File: src/rtl/mem_lsu.sv
// mem_lsu: RV64 memory-access stage, req/ack data bus with stall; MEM_MISALIGN_CHK_EN enables the misaligned-access check
module mem_lsu (
  input  logic        clk,
  input  logic        rst,
  input  logic [63:0] ex_rd_data,
  input  logic [4:0]  ex_rd_addr,
  input  logic        ex_rd_ena,
  input  logic [3:0]  ex_mem_op,
  input  logic [63:0] ex_mem_wdata,
  output logic        dmem_req,
  output logic        dmem_we,
  output logic [63:0] dmem_addr,
  output logic [63:0] dmem_wdata,
  output logic [7:0]  dmem_wstrb,
  input  logic        dmem_ack,
  input  logic [63:0] dmem_rdata,
  output logic [63:0] mem_rd_data,
  output logic [4:0]  mem_rd_addr,
  output logic        mem_rd_ena,
  output logic        stall_req_mem,
  output logic        mem_misalign
);
  typedef enum logic [1:0] {IDLE, WAIT, DONE} state_t;
  state_t state, next;
  logic is_st, is_ld, acc, mis, mis_q, we_q, ld_q, uns_q, rd_ena_q, ok;
  logic [1:0] sz, sz_q;
  logic [2:0] lane, lane_q;
  logic [4:0] rd_addr_q;
  logic [7:0] strb, strb_q;
  logic [63:0] wdata, addr_q, wdata_q, rdata_q, sh, ext;
  assign is_st = ex_mem_op[3:2] == 2'b01;
  assign is_ld = ex_mem_op[3] && ex_mem_op != 4'b1111;
  assign acc = is_st || is_ld;
  assign sz = ex_mem_op[1:0];
  assign lane = ex_rd_data[2:0] & ~((3'd1 << sz) - 3'd1);
`ifdef MEM_MISALIGN_CHK_EN
  assign mis = acc && lane != ex_rd_data[2:0];
`else
  assign mis = 1'b0;
`endif
  assign strb = sz == 2'd0 ? 8'h01 << lane : sz == 2'd1 ? 8'h03 << lane : sz == 2'd2 ? 8'h0F << lane : 8'hFF;
  assign wdata = sz == 2'd0 ? {8{ex_mem_wdata[7:0]}} : sz == 2'd1 ? {4{ex_mem_wdata[15:0]}} :
                 sz == 2'd2 ? {2{ex_mem_wdata[31:0]}} : ex_mem_wdata;
  assign sh = rdata_q >> {lane_q, 3'b000};
  assign ext = sz_q == 2'd0 ? {{56{~uns_q & sh[7]}}, sh[7:0]} : sz_q == 2'd1 ? {{48{~uns_q & sh[15]}}, sh[15:0]} :
               sz_q == 2'd2 ? {{32{~uns_q & sh[31]}}, sh[31:0]} : sh;
  assign ok = ld_q && !mis_q;
  always_ff @(posedge clk) begin
    if (rst) begin
      state <= IDLE;
      mis_q <= 1'b0;
      we_q <= 1'b0;
      ld_q <= 1'b0;
      uns_q <= 1'b0;
      rd_ena_q <= 1'b0;
      sz_q <= 2'd0;
      lane_q <= 3'd0;
      rd_addr_q <= 5'd0;
      strb_q <= 8'd0;
      addr_q <= 64'd0;
      wdata_q <= 64'd0;
      rdata_q <= 64'd0;
    end else begin
      state <= next;
      if (state == IDLE && acc) begin
        mis_q <= mis;
        we_q <= is_st;
        ld_q <= is_ld;
        uns_q <= ex_mem_op[2];
        rd_ena_q <= ex_rd_ena;
        sz_q <= sz;
        lane_q <= lane;
        rd_addr_q <= ex_rd_addr;
        strb_q <= strb;
        addr_q <= {ex_rd_data[63:3], 3'b000};
        wdata_q <= wdata;
      end
      if (dmem_ack && ((state == IDLE && acc && !mis) || state == WAIT)) rdata_q <= dmem_rdata;
    end
  end
  always_comb begin
    next = state;
    dmem_req = 1'b0;
    dmem_we = 1'b0;
    dmem_addr = 64'd0;
    dmem_wdata = 64'd0;
    dmem_wstrb = 8'd0;
    mem_rd_data = 64'd0;
    mem_rd_addr = 5'd0;
    mem_rd_ena = 1'b0;
    stall_req_mem = 1'b0;
    mem_misalign = 1'b0;
    case (state)
      IDLE: begin
        stall_req_mem = acc;
        dmem_req = acc && !mis;
        if (dmem_req) begin
          dmem_we = is_st;
          dmem_addr = {ex_rd_data[63:3], 3'b000};
          dmem_wdata = wdata;
          dmem_wstrb = strb;
        end
        if (!acc) begin
          mem_rd_data = ex_rd_data;
          mem_rd_addr = ex_rd_addr;
          mem_rd_ena = ex_rd_ena;
        end
        next = !acc ? IDLE : (mis || dmem_ack) ? DONE : WAIT;
      end
      WAIT: begin
        stall_req_mem = 1'b1;
        dmem_req = 1'b1;
        dmem_we = we_q;
        dmem_addr = addr_q;
        dmem_wdata = wdata_q;
        dmem_wstrb = strb_q;
        next = dmem_ack ? DONE : WAIT;
      end
      DONE: begin
        mem_rd_data = ok ? ext : 64'd0;
        mem_rd_addr = rd_addr_q;
        mem_rd_ena = rd_ena_q && ok;
        mem_misalign = mis_q;
        next = IDLE;
      end
      default: next = IDLE;
    endcase
  end
endmodule

File: config.mk
export PLATFORM = sky130hd
export DESIGN_NAME = mem_lsu
export DESIGN_NICKNAME = d
export VERILOG_FILES = /design/src/rtl/mem_lsu.sv
export SDC_FILE = /design/constraint.sdc
export NUM_CORES = 1
export LEC_CHECK = 0
export BUFFER_PORTS_ARGS = -buffer_cell sky130_fd_sc_hd__buf_2
export CORE_UTILIZATION = 40
export CTS_BUF_LIST = sky130_fd_sc_hd__clkbuf_16
export DETAILED_ROUTE_END_ITERATION = 10
export PLACE_DENSITY = 0.75
export SETUP_SLACK_MARGIN = 0.1
export SLEW_MARGIN = 20
export SYNTH_ARGS = -nofsm -noshare
export SYNTH_HDL_FRONTEND = slang
export SYNTH_SLANG_ARGS = --single-unit
export TNS_END_PERCENT = 10
File: constraint.sdc
create_clock -name clk -period 2.8 [get_ports clk]
set_input_delay 0.28 -clock clk [delete_from_list [all_inputs] [get_ports clk]]
set_output_delay 0.28 -clock clk [all_outputs]
set_load 0.05 [all_outputs]
==> results of run 1 <==
timing repair:
item | in CTS | in global routing
setup buffers | 1 | 2
gates cloned | 0 | 0
hold buffers | 47 | 1
hold endpoints to repair | 47 | 1
pin swaps | 17 | 8
setup endpoints to repair | 85 | 150
gates resized for setup | 114 | 82
stage by stage:
| step | total power [mW] | hold WS (ps) |
|---|---|---|
| after floorplan | 5.730 | 359.3 |
| after global placement | 6.707 | 441.3 |
| after detailed placement | 6.744 | 446.6 |
| after CTS | 10.32 | 3.620 |
| after global routing | 10.80 | 7.877 |
| final | 10.39 | 8.096 |
cell type report:
type / instances / area [um^2]
Antenna cell: 1 / 2.502
Clock buffer: 26 / 650.6
Clock inverter: 21 / 224.0
Fill cell: 2754 / 13000
Inverter: 13 / 48.80
Multi-Input combinational cell: 1341 / 7441
Sequential cell: 213 / 4274
Tap cell: 390 / 488.0
Timing Repair Buffer: 513 / 3667
Yosys cell counts (2+ instances only):
cell       count  area share (%)
nand2_1      555              17
a21oi_1      318              13
dfxtp_1      213              35
clkbuf_1     128             3.9
nor2_1       107             3.3
o21ai_0       77             3.2
mux2i_1       49             4.0
a211oi_1      35             2.2
mux2_2        24             2.2
mux4_2        23             4.3
a22o_1        22             1.6
buf_1         17            0.52
nor2b_1       16            0.82
a221o_1       14             1.2
inv_1         12            0.37
nand3_1       12            0.49
o211ai_1      12            0.74
a21o_1        10            0.62
ha_1           8            0.82
a221oi_1       6            0.43
a32o_1         6            0.49
buf_4          5            0.31
buf_2          4            0.16
o2bb2ai_1      4            0.29
buf_6          3            0.28
nor3b_1        3            0.19
o221ai_1       3            0.22
o311ai_0       3            0.22
and2_1         2            0.10
mux2_1         2            0.19
nand2b_1       2            0.10
nor3_1         2           0.082
o21ai_1        2           0.082
o31ai_1        2            0.12
or2_2          2            0.10
worst paths after layout:
path | from | end | cells past startpoint
setup / recovery | lane_q[1] | mem_rd_data[42] | 7
hold / removal | dmem_rdata[3] | rdata_q[3] | 3
hold reg to reg | wdata_q[27] | wdata_q[27] | 2
setup reg to reg | state[0] | rdata_q[39] | 6
critical path, delay by kind of cell, from the launching register on:
kind,cells,cell delay (ps)
mux,2,820
compound gates,2,650
flops,1,410
buf+inv,2,320
simple gates,1,180
layer usage:
metal	vias up	part of all wire (%)
met5	-	0
met4	0	3.8
met3	139	8.6
met2	756	48
met1	6701	39
li1	6678	-
cell families (layout without fill, tap and decap cells):
group                    count (synthesis)  in the layout  synth area share (%)
buffers and inverters                  170            573                 5.622
other                                    1              5               0.03081
AND/OR/NAND/NOR                        705            705                 22.57
XOR/XNOR                                 1              1               0.07196
adder cells (fa/ha/maj)                  8              8                0.8223
multiplexers                            99             99                 10.81
flip-flops                             213            213                 35.03
AO/OA/AOI/OAI                          524            524                 25.04
report_power, final:
group          internal (mW)  total [mW]  switching, mW
Sequential              3.28        3.47          0.188
Clock                   2.07        3.47           1.40
Combinational           1.04        3.45           2.41
sequential cells by signal, indices dropped and copies added (netlist names):
register and cells:
lane_q 3, uns_q 1, ld_q 1, rdata_q 64
rd_addr_q 5, rd_ena_q 1, strb_q 8, we_q 1
state 2, wdata_q 64, addr_q 61, sz_q 2
==> results.txt, run 1 <==
* Outcome: finished with violations
- The final reports fail on setup timing.
- Setup violations remaining at the end of the flow were counted as 57.
- The final-report hold violation count came to 0.
- Total count of max-transition violations in the final report: 0
- For this run, the post-layout net count is 2,321.
- Cell count after synthesis: 1,721
- Final critical delay including setup and external delays: 3193 ps
- 415 I/O pins were placed.
- Core region area: 29,800 um^2
- Warnings from Yosys: 0
- First-pass GRT wire length: 73.69 mm
- The floorplan has 63 rows.
- The critical path is of the flip-flop to output pin type.
- The congestion estimate from routability-driven global placement came to 0.9891.
- Drt initial violations: 1,294
* Top library cells by usage in the layout, fill and taps aside: 554 x nand2_1, 309 x a21oi_1, 308 x buf_2
- The synthesized design contains 213 register bits.
- Worst Setup End Kind: output pin
- The worst setup path is launched from a flip-flop.
- Mean instance size in the synthesized netlist: 7.073 um^2
- Clk sink count: 213
* Estimated wirelength of the detail-placed design: 35.46 mm
- Of all nets on the critical path, the largest fanout is 23.
* Top achievable clock speed: 313.1 MHz
- The number of global-route vias before repair was 13,020.
- Power per Cell Area: 618.6 nW/um^2
- Total Neg Setup Slack: -14,810 ps
- Cell area after layout: 16,800 um^2
* Clk root buf: clkbuf_16
* Met2 capacity usage during global routing: 50.46%
- R2R setup slack: 890 ps
- Clock latency on the worst-skew pair, taken at its later pin, is 530 ps.
- Master of the slowest instance on the critical path: mux4_2
- Dividing the detail-routed wire length by the instance count gives 19.59 um.
* Dpl ws: 36.68 ps
- In this run the number of H-tree levels came out at 1.
- Area growth syn-to-layout: 37.98%
* Max-capacitance violation count: 0
- Data on the critical path is required at its endpoint by 2520 ps.
- Total Routing Usage GR: 30.05%
- Via density per instance: 5.669
- Maximum VDD drop: 0.4466 mV
- Number of cells in the design after placement: 2,419
* Seq/Total Area, Yosys: 35.03%
* Number of antenna-violating nets in the routed design: 0
- Final Core Density: 56.37%
- Cell area after placement: 14,820 um^2
* Lkg Pwr: 7.379 nW
- Pin count of the biggest net entering global routing: 75
- Global routing finished with a remaining overflow of 0.
- Main synth FF type: dfxtp_1
* First-pass DRT Iterations: 9
* Drt drc: 0
- Leading cell type in the layout, fill and taps excluded: nand2_1
* Worst rel slew slack: 44.26%
* Fraction of final layout cells sized beyond drive strength 1: 28.49%
- The finished layout holds 2,518 standard cells, fillers aside.
- Data arrival at the endpoint of the critical path: 2910 ps
* Busiest metal layer after global routing: met2
* Ys async rst share: 0%
- Worst Tran Pin Value: 825.6 ps
- Final worst slack: -393.5 ps
- The worst path uses 114.1% of the clock period.
- Setup repair after global routing could not meet its margin everywhere.
- TritonCTS clock tree: yes
* Worst min path class: input pin to flip-flop
- Clock slew at the register clock pins of the worst setup and hold paths: 60 ps
- Critical path's largest stage delay: 500 ps
- The synthesized design contains 0 enable-type register cells.
* Antenna violations before repair: 1
* Die outline height: 176.5 um
- Total Die Area: 31,130 um^2
- Global routing used 38.40% of the available met1 tracks.
* Die W: 176.5 um
- The longest clock path from root to sink contains 3 buffers.
* Effective utilization at floorplan: 40.85%
* Maximum clock skew at final layout: 5.621 ps
- The count of buffers added on input and output ports is 410.
- Buffers inserted during clock tree synthesis total 26.
* Chain of cells forming the critical path: mux2_4 > mux4_2 > a211o_1 > and3_4 > buf_12 > a221o_1 > buf_6
- Count of cell types in the netlist: 53
* Met3 GRT Util: 5.189%
- The synthesized netlist occupies a cell area of 12,170 um^2.
* DRT Wirelength: 49.34 mm
* Vias after detailed routing: 14,270
Note: power is estimated with default switching activity, not from simulation.
==> run 2, diff against run 1 <==
--- a/config.mk
+++ b/config.mk
@@ -11,6 +11,7 @@
 export DETAILED_ROUTE_END_ITERATION = 10
 export PLACE_DENSITY = 0.75
 export SETUP_SLACK_MARGIN = 0.1
+export SKIP_CTS_REPAIR_TIMING = 1
 export SLEW_MARGIN = 20
 export SYNTH_ARGS = -nofsm -noshare
 export SYNTH_HDL_FRONTEND = slang
==> run 2 against run 1 <==
Compared with the run above:
- the run ends with hold timing, setup timing left
- register-to-register slack improved by 20 ps
- sequential power about the same
- setup slack gained 0.55 ps
- flip-flop and latch count stayed put
- combinational power is 1% lower
- largest power group unchanged
==> results.txt, run 2 (synthesized netlist as in run 1, its figures left out) <==
- Clock slew at the register clock pins of the worst setup and hold paths: 60 ps (about the same)
- Startpoint Class: flip-flop
* Worst min path class: input pin to flip-flop
- Worst rel slew slack: 45.08% (+0.82 points)
* Drt drc: 0 (unchanged)
* Number of global-route vias before repair: 12,430 (-4.5%)
- Final critical delay including setup and external delays: 3193 ps (-0.5500 ps)
* Total count of max-transition violations in the final report: 0 (unchanged)
- The number of nets in the layout is 2,299 (-0.95%).
* Hold Crit Endpoint: rdata_q[18]
* Boundary Pins: 415 (unchanged)
- The initial core utilization was 40.85% (unchanged).
- Data arrival at the endpoint of the critical path: 2910 ps (about the same)
* Leading cell type in the layout, fill and taps excluded: nand2_1
- The area taken by flip-flops and latches was 4275 um^2 (about the same).
- The height of the chip was 176.5 um (unchanged).
- The largest net degree at the start of global routing is 75 (unchanged).
- The via count was 14,090 (-1.3%).
- Combined area of the multi-input logic cells: 7495 um^2 (+0.72%)
* Final Core Density: 55.37% (-1.0 points)
* H-tree level count: 1 (unchanged)
* Required time reported for the critical path endpoint: 2520 ps (about the same)
- The final reports fail on hold timing, setup timing.
- The average via count per standard cell came to 5.646 (-0.39%).
- The first-pass GRT wire length is 71.07 mm (-3.5%).
- Maximum fanout encountered on the critical timing path: 23 (unchanged)
* Reg-to-reg critical path startpoint: state[0]
* DRT Wirelength: 48.51 mm (-1.7%)
- The highest ir drop seen on vdd came to 0.4403 mV (-1.4%).
- Final Non-Filler Cells: 2,495 (-0.91%)
- The largest registers in the layout are rdata_q: 64 flops, wdata_q: 64 flops, addr_q: 61 flops.
* Number of hold violations in the final report: 11 (+11)
- Total Routing Usage GR: 29.06% (-0.98 points)
- Total clock buffers created by CTS: 26 (unchanged)
- Die W: 176.5 um (unchanged)
- The worst register-to-register path ends at rdata_q[39].
- On the critical path, the stage with the largest delay is an instance of mux4_2.
* IO Port Bufs: 410 (unchanged)
* TritonCTS clock tree: yes
- # fillers: 2,808 (+2.0%)
* Fraction of final layout cells sized beyond drive strength 1: 29.50% (+1.0 points)
- Hold Path Origin: dmem_rdata[18]
* Clock latency on the worst-skew pair: 530 ps (about the same)
- Clock Path Buffers: 3 (unchanged)
* Final Wtd Congestion: 0.9891 (unchanged)
- Broken down by cell family, the worst path's largest delay share belongs to multiplexers.
- Number of rows created at floorplan: 63 (unchanged)
- The top cell types in the final layout, fill and taps aside, are 554 x nand2_1, 322 x buf_2, 306 x a21oi_1.
- Drt initial violations: 1,362 (+5.3%)
- Setup violation total in the final timing report: 57 (unchanged)
- The worst hold slack after final layout is -19.73 ps (-27.83 ps).
- Critical path's largest stage delay: 490 ps (about the same)
- The total die area is 31,130 um^2 (unchanged).
- Number of antenna-violating nets in the routed design: 0 (unchanged)
- WL/cell: 19.44 um (-0.78%)
* Estimated wirelength of the detail-placed design: 35.46 mm (unchanged)
- Number of antenna diodes: 0 (-1)
- Lkg Pwr: 7.286 nW (-1.3%)
* Chain of cells forming the critical path: mux2_1 > mux4_2 > a211o_1 > and3_4 > buf_12 > a221o_1 > buf_6
* Count of cells along the worst register-to-register path: 6 (unchanged)
- The first-pass iteration count of the detailed router was 6 (-3).
- The area growth from synthesis to layout is 35.53%.
* Number of cells in the design after placement: 2,419 (unchanged)
- Top achievable clock speed: 313.2 MHz (about the same)
- Worst Tran Pin Value: 817.9 ps (-7.719 ps)
- Count of cells along the worst hold path: 3 (unchanged)
* GRT Residual Overflow: 0 (unchanged)
- Setup repair after global routing could not meet its margin everywhere.
- Share of the cycle needed by the critical path after routing: 114.0% (about the same)
* Maximum clock skew at final layout: 4.823 ps (-0.7982 ps)
- The CTS sink count was 213 (unchanged).
- Worst Setup Path Type: flip-flop to output pin
- The final worst slack was -392.9 ps (+0.5500 ps).
- Core region area: 29,800 um^2 (unchanged)
* Buf+Inv Stages, Crit Path: 2 (unchanged)
* Worst Setup End Kind: output pin
- Power per Cell Area: 626.2 nW/um^2 (+1.2%)
* Max-capacitance violation count: 0 (unchanged)
- Clk root buf: clkbuf_16
* Antenna violations before repair: 2 (+1)
* Outcome: finished with violations
* R2R setup slack: 910 ps (+20 ps)
-- run 2: cell types whose count changed in the layout (fill, tap and decap cells not counted), moves of 5 or more --
cell	before	now
buf_2	308	322
clkbuf_4	39	44
buf_6	49	29
o21ai_1	15	7
dlygate4sd3_1	48	23
-- run 2: worst register-to-register path, cell delays in order, from the launching register on --
cell,delay [ps]
dfxtp_2,350
buf_8,200
nor2b_4,440
o21a_2,210
buf_12,220
nand2_1,230
a21oi_1,160
-- run 2: layout make-up --
cell class	count	area share [%]
Timing Repair Buffer	490	20.10
Tap cell	390	2.958
Inverter	13	0.2958
Clock inverter	21	1.358
Clock buffer	26	3.944
Sequential cell	213	25.91
Multi-Input combinational cell	1342	45.43
-- run 2: stage by stage --
stage	area [um^2]	worst slack [ps]	power (mW)	hold WS (ps)	setup TNS, ps
detailed placement	14820	36.68	6.744	446.6	0
global placement	14820	70.37	6.707	441.3	0
floorplan	12210	-242.4	5.730	359.3	-3873
CTS	15700	-540.4	10.20	-38.08	-22750
finish	16500	-392.9	10.33	-19.73	-12580
global route	16500	-460.6	10.75	0.2379	-17430
-- run 2: how the worst max path moves through the flow --
stage	startpoint	slack, ps	end	cells after the start
3_5_place_dp	lane_q[1]	40	mem_rd_data[54]	7
3_3_place_gp	lane_q[1]	70	mem_rd_data[32]	7
2_1_floorplan	lane_q[1]	-240	mem_rd_data[48]	7
6_report	lane_q[1]	-390	mem_rd_data[47]	7
4_1_cts	lane_q[1]	-540	mem_rd_data[54]	7
5_1_grt	lane_q[1]	-460	mem_rd_data[47]	7
-- run 2: power by group --
part / internal (mW) / switching, mW / total (mW)
Sequential: 3.28 / 0.186 / 3.47
Clock: 2.07 / 1.39 / 3.46
Combinational: 1.00 / 2.40 / 3.40
-- run 2: per-layer routing --
metal / GRT usage, % / up-vias / share of wire [%]
met5: 0 / - / 0.037
met1: 37.56 / 6638 / 40
met3: 5.362 / 120 / 8.6
met2: 48.82 / 690 / 48
met4: 9.124 / 4 / 3.3
li1: - / 6636 / -
==> run 3, diff against run 2 <==
--- a/config.mk
+++ b/config.mk
@@ -9,7 +9,7 @@
 export CORE_UTILIZATION = 40
 export CTS_BUF_LIST = sky130_fd_sc_hd__clkbuf_16
 export DETAILED_ROUTE_END_ITERATION = 10
-export PLACE_DENSITY = 0.75
+export PLACE_DENSITY = 0.66
 export SETUP_SLACK_MARGIN = 0.1
 export SKIP_CTS_REPAIR_TIMING = 1
 export SLEW_MARGIN = 20
==> constraint.sdc (replaced) <==
create_clock -name clk -period 2.8 [get_ports clk]
set_input_delay 0.14 -clock clk [delete_from_list [all_inputs] [get_ports clk]]
set_output_delay 0.14 -clock clk [all_outputs]
set_load 0.05 [all_outputs]
==> run 3 against run 2 <==
Compared with the run above:
- the run still ends with hold timing, setup timing left
- flip-flop and latch count is the same
- non-clock buffer count grew 101
- via count grew 2.7%
- die area is the same
- hold slack lost 11 ps
- sequential power is essentially flat
- critical endpoint unchanged
==> results.txt, run 3 (synthesized netlist as in run 1, its figures left out) <==
- The final cell count without fillers was 2,593 (+3.9%).
* Cell area after placement: 14,700 um^2 (-0.86%)
* Total design power: 9.963 mW (-3.6%)
- Number of hold violations in the final report: 7 (-4)
- Number of global-route vias before repair: 12,370 (-0.54%)
- The site row count is 63 (unchanged).
- The total leakage power is 7.552 nW (+3.7%).
* Via density per instance: 5.579 (-1.2%)
- The worst setup path is of the flip-flop to output pin kind.
- The global routing usage on met2 was 49.59% (+0.77 points).
- The fill cell instance count of the final layout was 2,760 (-1.7%).
- First-pass DRT Iterations: 5 (-1)
* Total Routing Usage GR: 29.73% (+0.66 points)
- The max-cap violation count came to 0 (unchanged).
- The library cell used most frequently in the layout, excluding fill and tap cells, is nand2_1.
- The initial DRC count is 1,325 (-2.7%).
- Total count of max-transition violations in the final report: 0 (unchanged)
- The width of the die is 176.5 um (unchanged).
- The clock transition time at the flip-flop clock pins of the worst setup and hold paths is 60 ps (about the same).
- CTS placed an instance of clkbuf_16 at the clock tree root.
- The remaining max-slew budget at the tightest pin came to 51.05% (+6.0 points).
- The final RePlAce weighted congestion came to 0.9539 (-3.6%).
* Met3 GRT Util: 5.577% (+0.22 points)
- Setup violation total in the final timing report: 58 (+1.8%)
* Met1 Usage GRT: 38.15% (+0.59 points)
- Final critical delay including setup and external delays: 3030 ps (-162.8 ps)
- Antenna violations before repair: 3 (+1)
- H-tree level count: 1 (unchanged)
- Number of antenna-violating nets in the routed design: 0 (unchanged)
- Top library cells by usage in the layout, fill and taps aside: 555 x nand2_1, 334 x buf_2, 316 x a21oi_1
- The proportion of layout cells with a drive suffix above 1 was 25.55% (-4.0 points).
- The fraction of the core area covered by cells at the end of the flow was 57.46% (+2.1 points).
- Core region area: 29,800 um^2 (unchanged)
- Maximum clock skew at final layout: 7.777 ps (+2.953 ps)
* WL/cell: 19.82 um (+2.0%)
* Hold Slack: -30.99 ps (-11.26 ps)
- Outcome: finished with violations
- Reg-to-reg critical path startpoint: state[1]
* NumNets Final: 2,398 (+4.3%)
* Share of the cycle needed by the critical path after routing: 108.2% (-5.8 points)
- The clock network latency to the later pin of the worst-skew pair is 520 ps (about the same).
* Worst Setup End Kind: output pin
- The total routed wirelength was 51.41 mm (+6.0%).
* TritonCTS clock tree: yes
- RSZ-0062 raised after global routing: yes
- Die outline height: 176.5 um (unchanged)
- Boundary Pins: 415 (unchanged)
- The endpoint identified for the worst register-to-register timing path is rdata_q[31].
- The number of cells traversed by the worst register-to-register path is 7 (+1).
- Dpl ws: 105.9 ps (+69.21 ps)
* Regs by FF count: rdata_q: 64 flops, wdata_q: 64 flops, addr_q: 61 flops
- The sum of negative setup slack was -6145 ps (+6432 ps).
- Clock Path Buffers: 3 (unchanged)
- Violated checks: hold timing, setup timing
- The area growth from synthesis to layout is 40.64%.
- The final routed DRC violation total is 0 (unchanged).
- Final worst slack: -230.1 ps (+162.8 ps)
- The worst endpoint required time was 2660 ps (+140 ps).
- The power per unit of standard cell area came to 582.0 nW/um^2 (-7.1%).
- Cell area after layout: 17,120 um^2 (+3.8%)
- Estimated wirelength of the detail-placed design: 36.14 mm (+1.9%)
* Total Die Area: 31,130 um^2 (unchanged)
- STA classifies the critical path startpoint as a flip-flop.
- The number of CTS-inserted buffers was 25 (-3.8%).
- Data arrival at the endpoint of the critical path: 2890 ps (-20 ps)
* Clk sink count: 213 (unchanged)
- IO Port Bufs: 410 (unchanged)
- Critical path capture point: mem_rd_data[47]
- After global routing, the most crowded layer is met2.
- The reg2reg setup slack came to 720 ps (-190 ps).
* Critical Path Source: lane_q[1]
* Maximum fanout encountered on the critical timing path: 23 (unchanged)
* GRT Residual Overflow: 0 (unchanged)
* Maximum VDD drop: 0.4003 mV (-9.1%)
* Number of cells in the design after placement: 2,412 (-0.29%)
* First-pass GRT wire length: 72.02 mm (+1.3%)
- The maximum clock frequency came to 330.0 MHz (+5.4%).
- The largest net degree at the start of global routing was 87 (+16%).
* Vias after detailed routing: 14,470 (+2.7%)
- The initial core utilization came to 40.85% (unchanged).
- Worst min path class: input pin to flip-flop
- The transition time at the pin with the least slew margin came to 734.2 ps (-83.65 ps).
[run 3: cell count changes in the layout (fill, tap and decap cells not counted), moves of 9 or more]
cell	before	now
o21ai_0	56	65
dlygate4sd3_1	23	134
buf_2	322	334
a21oi_2	12	2
o21ai_2	15	1
a21oi_1	306	316
[run 3: power breakdown]
part / switching (mW) / internal, mW / leakage, nW / total (mW)
Clock: 1.30 / 1.69 / 0.370 / 3.00
Combinational: 2.43 / 1.07 / 5.43 / 3.50
Sequential: 0.187 / 3.28 / 1.76 / 3.47
Total: 3.92 / 6.04 / 7.55 / 9.96
[run 3: how the worst min path moves through the flow]
| stage | cells past startpoint | startpoint | endpoint | slack [ps] |
|---|---|---|---|---|
| floorplan | 1 | dmem_ack | state[0] | 220 |
| finish | 3 | ex_mem_wdata[26] | wdata_q[26] | -30 |
| detailed placement | 3 | dmem_rdata[49] | rdata_q[49] | 390 |
| global route | 3 | ex_mem_wdata[26] | wdata_q[26] | 1 |
| global placement | 3 | dmem_rdata[51] | rdata_q[51] | 380 |
| CTS | 3 | dmem_rdata[36] | rdata_q[36] | -160 |
[run 3: final cells by class]
class                   instances  area [um^2]  share of cell area, %
repair buffers                591         4253                  24.84
flip-flops and latches        213         4274                  24.97
clock buffers                  25        625.6                  3.654
clock inverters                17        101.3                 0.5920
multi-input cells            1341         7322                  42.77
diodes                          3        7.507                0.04385
well taps                     390        488.0                  2.850
inverters                      13        48.80                 0.2850
[run 3: layer usage]
metal / vias to the layer above / wire [um]
li1: 6828 / -
met2: 713 / 24750
met5: - / 0
met3: 163 / 3990
met4: 0 / 2095
met1: 6762 / 20570
[run 3: worst max-delay path: stages, from the launching register on]
cell	delay, ps
dfxtp_4	400
mux2_4	310
mux4_2	500
a211o_1	290
and3_4	190
buf_12	160
a221o_1	360
buf_6	170
